## src/rtl/sprite_scheduler.sv

```systemverilog
// sprite_scheduler: frame-level overlay scheduler for the pixel loader.
// It queues overlay requests, picks one overlay per frame by fixed priority,
// holds each overlay for HOLD_FRAMES frames, and changes SPRITES_EN only at
// frame boundaries.
// Ports:
//   CLK        system clock, rising edge
//   RESET      asynchronous active-high reset
//   ENABLE     run request; low drops to idle at the next frame boundary
//   PAUSE      level; masks SPRITES_EN[7] with no latency
//   REQ[6:0]   request bits {blue,green,red,yellow,lose,win,pwr}
//   FRAME_DONE one-cycle pulse at the end of each loaded frame
//   SPRITES_EN {run flag, overlay one-hot}, registered (bit 7 masked by PAUSE)
//   ACK[6:0]   one-cycle pulse for the overlay whose hold period ended
//   BUSY       a request is pending or an overlay is shown
`timescale 1ns/1ps
module sprite_scheduler #(
  parameter int unsigned HOLD_FRAMES = 30
) (
  input  logic       CLK,
  input  logic       RESET,
  input  logic       ENABLE,
  input  logic       PAUSE,
  input  logic [6:0] REQ,
  input  logic       FRAME_DONE,
  output logic [7:0] SPRITES_EN,
  output logic [6:0] ACK,
  output logic       BUSY
);

  localparam int unsigned SPR_W = 7;
  localparam int unsigned CNT_W = 8;
  localparam logic [SPR_W-1:0] LOSE_BIT  = SPR_W'(7'h04);
  localparam logic [CNT_W-1:0] HOLD_LOAD = CNT_W'(HOLD_FRAMES - 1);

  typedef enum logic [1:0] {
    IDLE = 2'd0,
    BG   = 2'd1,
    SHOW = 2'd2
  } state_t;

  state_t             state;
  logic [SPR_W-1:0]   pend;
  logic [SPR_W-1:0]   cur;
  logic [CNT_W-1:0]   cnt;
  logic [7:0]         en_q;
  logic [SPR_W-1:0]   ack_q;
  logic               busy_q;

  logic [SPR_W-1:0]   sel;
  logic               fd_bg;
  logic               fd_show;
  logic               preempt;
  logic               expire;
  logic               take_next;
  logic [SPR_W-1:0]   clr;
  logic [SPR_W-1:0]   pend_nx;
  logic               show_nx;

  // Fixed priority: lose, win, pwr, blue, green, red, yellow.
  function automatic logic [SPR_W-1:0] pick(input logic [SPR_W-1:0] p);
    if      (p[2]) return SPR_W'(7'h04);
    else if (p[1]) return SPR_W'(7'h02);
    else if (p[0]) return SPR_W'(7'h01);
    else if (p[6]) return SPR_W'(7'h40);
    else if (p[5]) return SPR_W'(7'h20);
    else if (p[4]) return SPR_W'(7'h10);
    else if (p[3]) return SPR_W'(7'h08);
    else           return '0;
  endfunction

  // Frame-boundary decisions shared by the pending register, BUSY and the FSM.
  always_comb begin
    sel       = pick(pend);
    fd_bg     = (state == BG)   && FRAME_DONE && ENABLE;
    fd_show   = (state == SHOW) && FRAME_DONE && ENABLE;
    preempt   = fd_show && pend[2] && !cur[2];
    expire    = fd_show && !preempt && (cnt == '0);
    take_next = (fd_bg || expire) && (pend != '0);
    clr       = '0;
    if (preempt)        clr = LOSE_BIT;
    else if (take_next) clr = sel;
    // A request on the bit being cleared wins, so it is re-queued.
    pend_nx   = (pend & ~clr) | REQ;
    show_nx   = ((state == SHOW) && !FRAME_DONE) || (fd_show && !expire) || take_next;
  end

  // Scheduler FSM with registered outputs.
  always_ff @(posedge CLK or posedge RESET) begin
    if (RESET) begin
      state  <= IDLE;
      pend   <= '0;
      cur    <= '0;
      cnt    <= '0;
      en_q   <= '0;
      ack_q  <= '0;
      busy_q <= 1'b0;
    end else begin
      pend   <= pend_nx;
      busy_q <= (pend_nx != '0) || show_nx;
      ack_q  <= '0;
      case (state)
        IDLE: begin
          if (ENABLE) begin
            state <= BG;
            en_q  <= 8'h80;
          end
        end
        BG: begin
          if (FRAME_DONE) begin
            if (!ENABLE) begin
              state <= IDLE;
              en_q  <= '0;
            end else if (take_next) begin
              state <= SHOW;
              cur   <= sel;
              cnt   <= HOLD_LOAD;
              en_q  <= {1'b1, sel};
            end
          end
        end
        SHOW: begin
          if (FRAME_DONE) begin
            if (!ENABLE) begin
              state <= IDLE;
              cur   <= '0;
              en_q  <= '0;
            end else if (preempt) begin
              ack_q <= cur;
              cur   <= LOSE_BIT;
              cnt   <= HOLD_LOAD;
              en_q  <= {1'b1, LOSE_BIT};
            end else if (expire) begin
              ack_q <= cur;
              if (take_next) begin
                cur  <= sel;
                cnt  <= HOLD_LOAD;
                en_q <= {1'b1, sel};
              end else begin
                state <= BG;
                cur   <= '0;
                en_q  <= 8'h80;
              end
            end else begin
              // Not expired here means cnt is nonzero, so no wrap.
              cnt <= cnt - CNT_W'(1);
            end
          end
        end
        default: begin
          state <= IDLE;
          cur   <= '0;
          en_q  <= '0;
        end
      endcase
    end
  end

  // PAUSE stalls the loader by masking the run flag combinationally.
  assign SPRITES_EN = {en_q[7] & ~PAUSE, en_q[6:0]};
  assign ACK        = ack_q;
  assign BUSY       = busy_q;

endmodule

```

## config.mk

```make
export PLATFORM = sky130hd
export DESIGN_NAME = sprite_scheduler
export DESIGN_NICKNAME = d
export VERILOG_FILES = /design/src/rtl/sprite_scheduler.sv
export SDC_FILE = /design/constraint.sdc
export NUM_CORES = 1
export LEC_CHECK = 0
export ABC_AREA = 1
export ABC_CLOCK_PERIOD_IN_PS = 2009
export CORE_ASPECT_RATIO = 0.6
export CORE_UTILIZATION = 45
export DETAILED_ROUTE_END_ITERATION = 10
export MAX_ROUTING_LAYER = met4
export PLACE_DENSITY_LB_ADDON = 0.08
export SYNTH_ARGS = -nofsm -noshare
export SYNTH_HDL_FRONTEND = slang
export SYNTH_SLANG_ARGS = --single-unit
```

## constraint.sdc

```tcl
create_clock -name CLK -period 2.01 [get_ports CLK]
set_clock_uncertainty 0.15 [all_clocks]
set_input_delay 0.402 -clock CLK [delete_from_list [all_inputs] [get_ports CLK]]
set_output_delay 0.402 -clock CLK [all_outputs]
set_load 0.02 [all_outputs]
```

======== After elaboration in Yosys (flattened, before gate mapping) ========
Cells that the tools add are included.
word-level totals
  register bits ........................... 40
  input bits .............................. 12
  output and inout bits ................... 16
  logic and storage cells ................. 105
operators by class
  add/subtract/negate cells ............... 1
  eq/ne operators ......................... 13
  mux-type cells .......................... 50
  bitwise operators ....................... 6
  reduce and logical (&&, ||, !) cells .... 28
operators with widths
  kind                                               number
  2-to-1 mux 7 bit                                   19
  2-to-1 mux 8 bit                                   15
  case mux 8 bit (3 select lines)                    1
  case mux 7 bit (3 select lines)                    1
  2-to-1 mux 2 bit                                   9
  case mux 8 bit (2 select lines)                    1
  nonzero test 7 bit                                 2
  != test 2 bit (second input constant)              6
  != test 3 bit (second input constant)              4
  logical AND 1 bit                                  11
  AND reduction 5 bit                                2
  zero test 8 bit                                    1
  subtractor 8 x 1 -> 8 bit (second input constant)  1
  AND 7 bit                                          1
  inverter 7 bit                                     1
  OR 7 bit                                           1
  AND reduction 7 bit                                1
  2-to-1 mux 6 bit                                   1
  case mux 2 bit (3 select lines)                    1
  AND reduction 6 bit                                1
  2-to-1 mux 5 bit                                   1
  zero test 1 bit                                    4
  logical OR 1 bit                                   4
  2-to-1 mux 4 bit                                   1
  7 further kinds                                    8

======== Logic depth before layout (Yosys ltp) ========
  depth in word-level cells ............... 17
  gate-level depth with buffers ........... 14
  depth with buffers taken out ............ 13

======== Least setup slack after synthesis ========
Ideal clock, no wire load.
  path kind ............................... flip-flop to flip-flop
  start ................................... reg state[0]
  end ..................................... reg busy_q, in the netlist BUSY
  setup time .............................. 119 ps
  data arrival time ....................... 1,604 ps
  data required time ...................... 1,741 ps
  path slack .............................. 138 ps
  stages on the path, launching flop included .. 13
  buffers on the path ..................... 1
  period minus slack after synthesis ...... 1,872 ps
  cells stage by stage .................... dfrtp_1 -> inv_1 -> ha_1 -> buf_4 -> nand3_2 -> nor2_2 -> nand2_4 -> nand2_8 -> nand3_1 -> a21oi_1 -> nand2_1 -> nor2_1 -> nand2_1
on the way
  word-level cells in the longest chain between the ends .. 17
  elaborated cells between the ends (all ways) .. 25
  classes of those cells .................. eq/ne (2); mux (2); bitwise (3); reduce/logical (18)
ends and longest elaborated chain
  element                         line    source
  start: declaration              41      state_t state;
  start signal: assignment        90      state <= IDLE;
  start signal: assignment        104     state <= BG;
  start signal: assignment        111     state <= IDLE;
  equality test 2 bit             75, 84
  logical AND 1 bit (2 in a row)  75      fd_show = (state == SHOW) && FRAME_DONE && ENABLE;
  logical AND 1 bit (2 in a row)  76      preempt = fd_show && pend[2] && !cur[2];
  zero test 1 bit                 77      expire = fd_show && !preempt && (cnt == '0);
  logical AND 1 bit (2 in a row)  77
  logical OR 1 bit                78      take_next = (fd_bg || expire) && (pend != '0);
  logical AND 1 bit               78
  2-to-1 mux 7 bit                81      else if (take_next) clr = sel;
  2-to-1 mux 7 bit                80      if (preempt) clr = LOSE_BIT;
  inverter 7 bit                  83      pend_nx = (pend & ~clr) | REQ;
  AND 7 bit                       83
  OR 7 bit                        83
  nonzero test 7 bit              99      busy_q <= (pend_nx != '0) || show_nx;
  logical OR 1 bit *              99
  end signal: assignment          99
  end: declaration                47      logic busy_q;
Every way passes the cells marked *; elsewhere a longest branch is shown, timed or not.
A chain may end at the register's enable or synchronous reset.

======== Final worst setup path ========
  start ................................... reg cnt[0]
  end ..................................... reg cur[3]
on the way
  word-level cells in the longest chain between the ends .. 10
  elaborated cells between the ends (all ways) .. 13
  classes of those cells .................. eq/ne (2); mux (6); reduce/logical (5)
ends and longest elaborated chain
  element                          line  source
  start: declaration               44    logic [CNT_W-1:0] cnt;
  start signal: assignment         145   cnt <= cnt - CNT_W'(1);
  zero test 8 bit *                77
  logical AND 1 bit *              77
  logical OR 1 bit                 78
  logical AND 1 bit                78
  2-to-1 mux 7 bit                 134   if (take_next) begin
  2-to-1 mux 7 bit                 132   end else if (expire) begin
  2-to-1 mux 7 bit                 127   end else if (preempt) begin
  2-to-1 mux 7 bit                 123   if (!ENABLE) begin
  2-to-1 mux 7 bit                 122   if (FRAME_DONE) begin
  case mux 7 bit (3 select lines)  101   case (state)
  end signal: assignment           115   cur <= sel;
  end signal: assignment           135   cur <= sel;
  end: declaration                 43    logic [SPR_W-1:0] cur;
Every way passes the cells marked *; elsewhere a longest branch is shown, timed or not. The select of a mux whose other input is x is not followed.

==> impl_metrics.json <==
{
  "status": "finished, final reports clean",
  "grt_first_pass_wirelength_um": 9480,
  "yosys.cell_types.count": 33,
  "num_rows": 20,
  "final-hold-violation-count": 0,
  "yosys.area.top_type_share_pct": 41.9,
  "dp_cells": 410,
  "hold_buffers": 0,
  "reg2reg_setup_slack_ps": 70,
  "largest_net_degree_at_the_start_of_global_routing": 41,
  "critical_path.max_stage_delay_ps": 440,
  "tritoncts_num_sinks": 40,
  "async_reset_ff_share_pct": 100,
  "layout.cell_area.non_filler_um2": 3130,
  "gr_ovfl_total": 0,
  "syn_area_per_cell_um2": 8.04,
  "ioPinCount": 28,
  "power.clock.fraction_pct": 23.2,
  "clock.fmax_mhz": 516,
  "rsz0062_at_grt": "yes",
  "post-synth-top-count-cell": "nand2_1",
  "actual_slew_at_the_worst_max_slew_pin_ps": 371,
  "hp-class": "in -> async",
  "ys.flop_type": "dfrtp_1",
  "finish.net_count": 372,
  "coreArea_um2": 5080,
  "post_synth_main_area_contributors": "dfrtp_1, nand2_1, inv_1",
  "critical_path_class": "reg -> reg",
  "drt-pass1-iter-count": 4,
  "cts-root-buf": "clkbuf_8",
  "timing.critical_path.fanout_max": 9,
  "vdd_drop_max_mv": 0.477,
  "netlist_area_um2": 2390,
  "slowest_stage": "dfrtp_1",
  "routed-via-count": 2022,
  "die_footprint_um2": 5610,
  "fp.dieW_um": 96.1,
  "floorplan.initialDensity_pct": 47.0,
  "synth_top_cell_by_area": "dfrtp_1",
  "critical_path_buf_inv_count": 1,
  "finalWeightedCongestion": 0.867,
  "final-max-slew-violation-count": 0,
  "drtIter0Drc": 234,
  "dpl-instance-area_um2": 2900,
  "route.antenna.remaining_nets": 0,
  "path_delay_family": "simple AND/OR/NAND/NOR gates",
  "drv_cap": 0,
  "insertion_delay_ps": 300,
  "global_route.usage.total_pct": 23.6,
  "clock_buffer_count_from_cts": 5,
  "post_drt_via_cell_ratio": 4.80,
  "internal_power_mw": 1.80,
  "avgRoutedWirePerCell_um": 13.6,
  "synth_common_cells": "nand2_1, dfrtp_1, inv_1",
  "area_taken_by_multi_input_logic_gates_um2": 1240,
  "final.setup.tns_ps": 0,
  "place.detailed.hpwl_um": 4340,
  "number_of_synthesized_flops_with_an_enable_pin": 0,
  "buffer_ports.inserted": 27,
  "number_of_buffers_on_the_longest_clock_path": 2,
  "ys_seq_area_share_pct": 41.9,
  "wp_data_arrival_ps": 2030,
  "startpoint_type": "flip-flop",
  "final_layout_size_suffix_gt1_share_pct": 27.0,
  "die_height_um": 58.4,
  "sequential_share_of_power_pct": 33.4,
  "area.sequential_um2": 1000,
  "fin_cells": 421,
  "tritoncts_clock_tree": "built",
  "postLayoutSetupSlackWorst_ps": 70.7,
  "static-leakage-power_nw": 1.48,
  "placement.setup.worst_slack_ps": -215,
  "antenna_violations_before_repair": 0,
  "switching_part_of_the_total_power_pct": 40.2,
  "yosysWarnings": 0,
  "grt_pass1_vias": 1852,
  "routed_wl_um": 5740,
  "remaining_drcs": 0,
  "timing.critical_path.to_type": "flip-flop",
  "crit_path_cell_trace": "inv_2 > ha_2 > nand2_2 > nor2_4 > nand2_4 > nand2_8 > nand2_8 > nand2_4 > nand3_4 > nor2_8 > nand2_1 > o21ai_2",
  "cts_htree_levels": 2,
  "clock_edge_transition_at_the_registers_on_the_reported_setup_and_hold_paths_ps": 90,
  "switching_power_mw": 1.21,
  "synth_seq_cells": 40,
  "power_density_nw_per_um2": 961,
  "slew_headroom_pct": 75.1,
  "timing.final.setup_violations": 0,
  "mappedNetlistNets": 315,
  "final_core_util_pct": 61.7,
  "comb_power_share_pct": 43.3,
  "areaGrowthSynthToFinish_pct": 31.2,
  "synth_cells": 297,
  "layout_min_cycle_time_ps": 1940,
  "diode_insertion_count_for_antenna_repair": 0,
  "final.fill_count": 481,
  "cp_data_required_time_ps": 2100,
  "post-route-period-util_pct": 96.5
}
area by class of cell:
| cell class | instances | area share [%] |
|---|---|---|
| clock inverter | 3 | 1.52 |
| multi-input combinational | 203 | 39.6 |
| sequential | 40 | 32.0 |
| tap | 66 | 2.63 |
| inverter | 45 | 5.39 |
| timing repair buffer | 59 | 16.6 |
| clock buffer | 5 | 2.20 |
final timing paths:
path | end | cells past startpoint | from
setup / recovery | cur[3] | 12 | cnt[0]
hold / removal | cnt[5] | 3 | RESET
setup reg to reg | cur[3] | 12 | cnt[0]
hold reg to reg | en_q[4] | 2 | en_q[4]
max in group asynchronous | state[1] | 3 | RESET
min in group CLK | en_q[4] | 2 | en_q[4]
sequential cells by signal, indices dropped and copies added, names as in the netlist:
| name | flops |
|---|---|
| ACK | 7 |
| BUSY | 1 |
| cnt | 8 |
| cur | 7 |
| en_q | 8 |
| pend | 7 |
| state | 2 |
cells by family (layout without fill, tap and decap cells):
| kind of cell | after synthesis | in the layout | synth area share [%] |
|---|---|---|---|
| AOI/OAI and AO/OA | 35 | 35 | 9.06 |
| xor gates and xnor gates | 3 | 3 | 1.10 |
| adders and majority gates | 6 | 6 | 3.14 |
| buffers and inverters | 54 | 112 | 9.90 |
| DFF | 40 | 40 | 41.9 |
| and+or+nand+nor | 159 | 159 | 34.9 |
worst min-delay path: cells and delay by family:
| family | cells | cell delay [ps] |
|---|---|---|
| buffers and inverters | 3 | 720 |
stage by stage:
step | hold WS [ps] | power (mW)
finish | 299 | 3.01
global route | 362 | 3.22
CTS | 315 | 2.91
detailed placement | 322 | 2.21
global placement | 324 | 2.21
floorplan | 299 | 1.85
layer usage:
metal  vias up  wire length [um]  part of all wire [%]  global-route usage, %
li1       1036                 -                     -                      -
met1       926              3230                    56                   38.9
met2        56              2160                    38                   28.6
met3         4               306                   5.3                   4.65
met4         0                41                  0.71                   5.12
met5         -                 0                     0                      -
timing repair:
action                     in CTS  in global routing
resized for setup               2                 21
setup buffers                   0                  3
pin swaps                       0                  3
setup endpoints to repair       2                 21
cells in the final DEF, fill, tap and decap left out, types with 3 or more instances in the layout:
cell | synthesis | routed
nand3_1 | 8 | 7
dfrtp_1 | 40 | 39
nand4_1 | 6 | 6
nand2_4 | 3 | 3
nand2_2 | 7 | 9
inv_1 | 40 | 38
o21ai_1 | 4 | 4
nor2_2 | 4 | 6
clkdlybuf4s50_1 | 0 | 26
o21ai_2 | 5 | 5
nand2_1 | 79 | 77
nor3_1 | 7 | 7
ha_1 | 6 | 3
clkbuf_8 | 0 | 5
o21ai_0 | 12 | 12
a21oi_1 | 6 | 3
nand3_4 | 1 | 5
a21oi_2 | 2 | 5
buf_4 | 9 | 31
inv_2 | 5 | 7
nor2_1 | 31 | 28
nor2_4 | 2 | 3
power by group through the flow:
stage / Combinational, mW / Clock, mW / Sequential (mW)
after global placement: 1.19 / 0 / 1.01
after CTS: 1.20 / 0.713 / 0.998
after detailed placement: 1.19 / 0 / 1.01
after global routing: 1.45 / 0.739 / 1.02
after floorplan: 0.846 / 0 / 1.00
final: 1.30 / 0.700 / 1.01
(Power assumes the default switching activity.)
==> RTL edit: new RTL, same settings <==
Reset style: synchronous (`RESET`), changed in one clocked block. Comments in the files are not updated.
--- a/src/rtl/sprite_scheduler.sv
+++ b/src/rtl/sprite_scheduler.sv
@@ -86,5 +86,5 @@
 
   // Scheduler FSM with registered outputs.
-  always_ff @(posedge CLK or posedge RESET) begin
+  always_ff @(posedge CLK) begin
     if (RESET) begin
       state  <= IDLE;
Check against the original RTL: differs if RESET is asserted again (counterexample within 4 cycles, from zero or initial values and one cycle with RESET high); with RESET held inactive, the same outputs for 4 cycles.
==> RTL edit against the unedited design <==
- wire length fell by 6.3%
- first-iteration DRC count fell by 51%
- power fell by 9.9%
- sequential cell count did not move
- non-clock buffer count rose by 8
- final area fell by 5.8%
- worst setup slack improved by 43 ps
- synthesized area fell by 8.1%
- critical path type unchanged
- critical endpoint is now BUSY
==> RTL edit: results (changes against the unedited design) <==
The flow ran to the end, and the final reports show no timing, DRC or antenna violations. The detailed placer's ending HPWL came out at 4060 µm (-6.5%). The standby leakage power came out at 1.24 nW (-16%). The logs give 0.793 mV (+66%) for the highest ir drop seen on vdd and 22.9% (-0.75 points) for the all-layer global routing usage.

The post-synthesis net count came out at 326 (+3.5%). Critical path data arrival time: 1920 ps (-110 ps). The clock network power was 0.582 mW (-17%); the post-synthesis cell type count was 29 (-12%). Class of the worst hold path: flip-flop to flip-flop. The violation count after the first detailed-routing iteration is 114 (-51%). Dominant synthesized flop cell: dfxtp_1. The longest individual stage delay on the worst path works out to 390 ps (-50 ps).

The number of fill cells was 415 (-14%); the pin count of the biggest net entering global routing was 30 (-27%). The sequential element share of the synthesized area came out at 36.5% (-5.4 points). Global-route wire length before repair: 8870 µm (-6.4%).

Average vias per placed instance: 4.98 (+3.8%). Cell with the largest stage delay on the worst path: dfxtp_4. The actual transition at the worst max-transition pin came out at 486 ps (+115 ps).

Worst reg2reg path depth: 13 (+1). By count the netlist is led by 75 x nand2_1, 40 x dfxtp_1, 37 x a21oi_1. Ranked by total cell area, the synthesized netlist is headed by dfxtp_1 36%, nand2_1 13%, a21oi_1 8.4%.

The combinational fraction of design power is 44.6% (+1.3 points), and the worst setup slack for register-to-register paths is 110 ps (+40 ps). The endpoint of the lowest-slack register-to-register path was BUSY. The fraction of final layout cells sized beyond drive strength 1 was 24.6% (-2.4 points). The worst hold margin was 315 ps (+15.3 ps); the number of global-route vias before repair was 1881 (+1.6%). The share of flip-flops with an asynchronous set or reset works out to 0% (-100 points).
==> RTL edit: cell type report <==
class | instances | share of cell area, %
repair buffers | 67 | 19.4
multi-input cells | 218 | 42.2
inverters | 37 | 4.87
clock buffers | 6 | 2.80
flip-flops and latches | 40 | 27.5
clock inverters | 2 | 0.508
well taps | 63 | 2.67
==> RTL edit: per-stage QoR <==
stage	setup TNS, ps	area, µm²	std cells	setup WS [ps]	utilization, %
final	0	2950	433	114	63.7
after global routing	-127	2950	433	-32.1	63.7
after CTS	0	2790	425	18.7	60.2
after detailed placement	-9010	2700	417	-315	58.2
after global placement	-8750	2700	417	-309	58.2
after floorplan	0	2190	308	119	-
==> RTL edit: cell families (layout without fill, tap and decap cells) <==
| kind of cell | Yosys count | in the layout | share of synthesized area [%] |
|---|---|---|---|
| compound gates | 53 | 53 | 12.6 |
| xor+xnor | 1 | 1 | 0.399 |
| flops | 40 | 40 | 36.5 |
| fa+ha+maj | 6 | 6 | 3.42 |
| simple gates | 158 | 158 | 36.7 |
| buf+inv | 50 | 112 | 10.4 |
==> RTL edit: worst register-to-register path, stage by stage, from the launching register on <==
cell     delay (ps)
dfxtp_4         390
inv_4            50
ha_4            170
nand3_4         100
nor2_4           40
nand2_2          80
nand2_4         100
nand2_4         130
buf_4           140
nand3_1          70
nor2_1          110
nand3_1          90
nor2_1          110
nor2_1           40
==> RTL edit: repair_timing <==
action	in CTS	in global routing
buffers inserted	0	8
pin swaps	1	17
endpoints found under the setup margin	6	31
gates resized for setup	2	32
cloned	0	0
==> RTL edit: metal layers <==
metal / GRT usage, % / vias to the layer above / share of wire, %
li1: - / 1113 / -
met1: 35.8 / 967 / 55
met2: 27.8 / 70 / 37
met3: 5.60 / 8 / 7.2
met4: 6.70 / 0 / 1.1
met5: - / - / 0
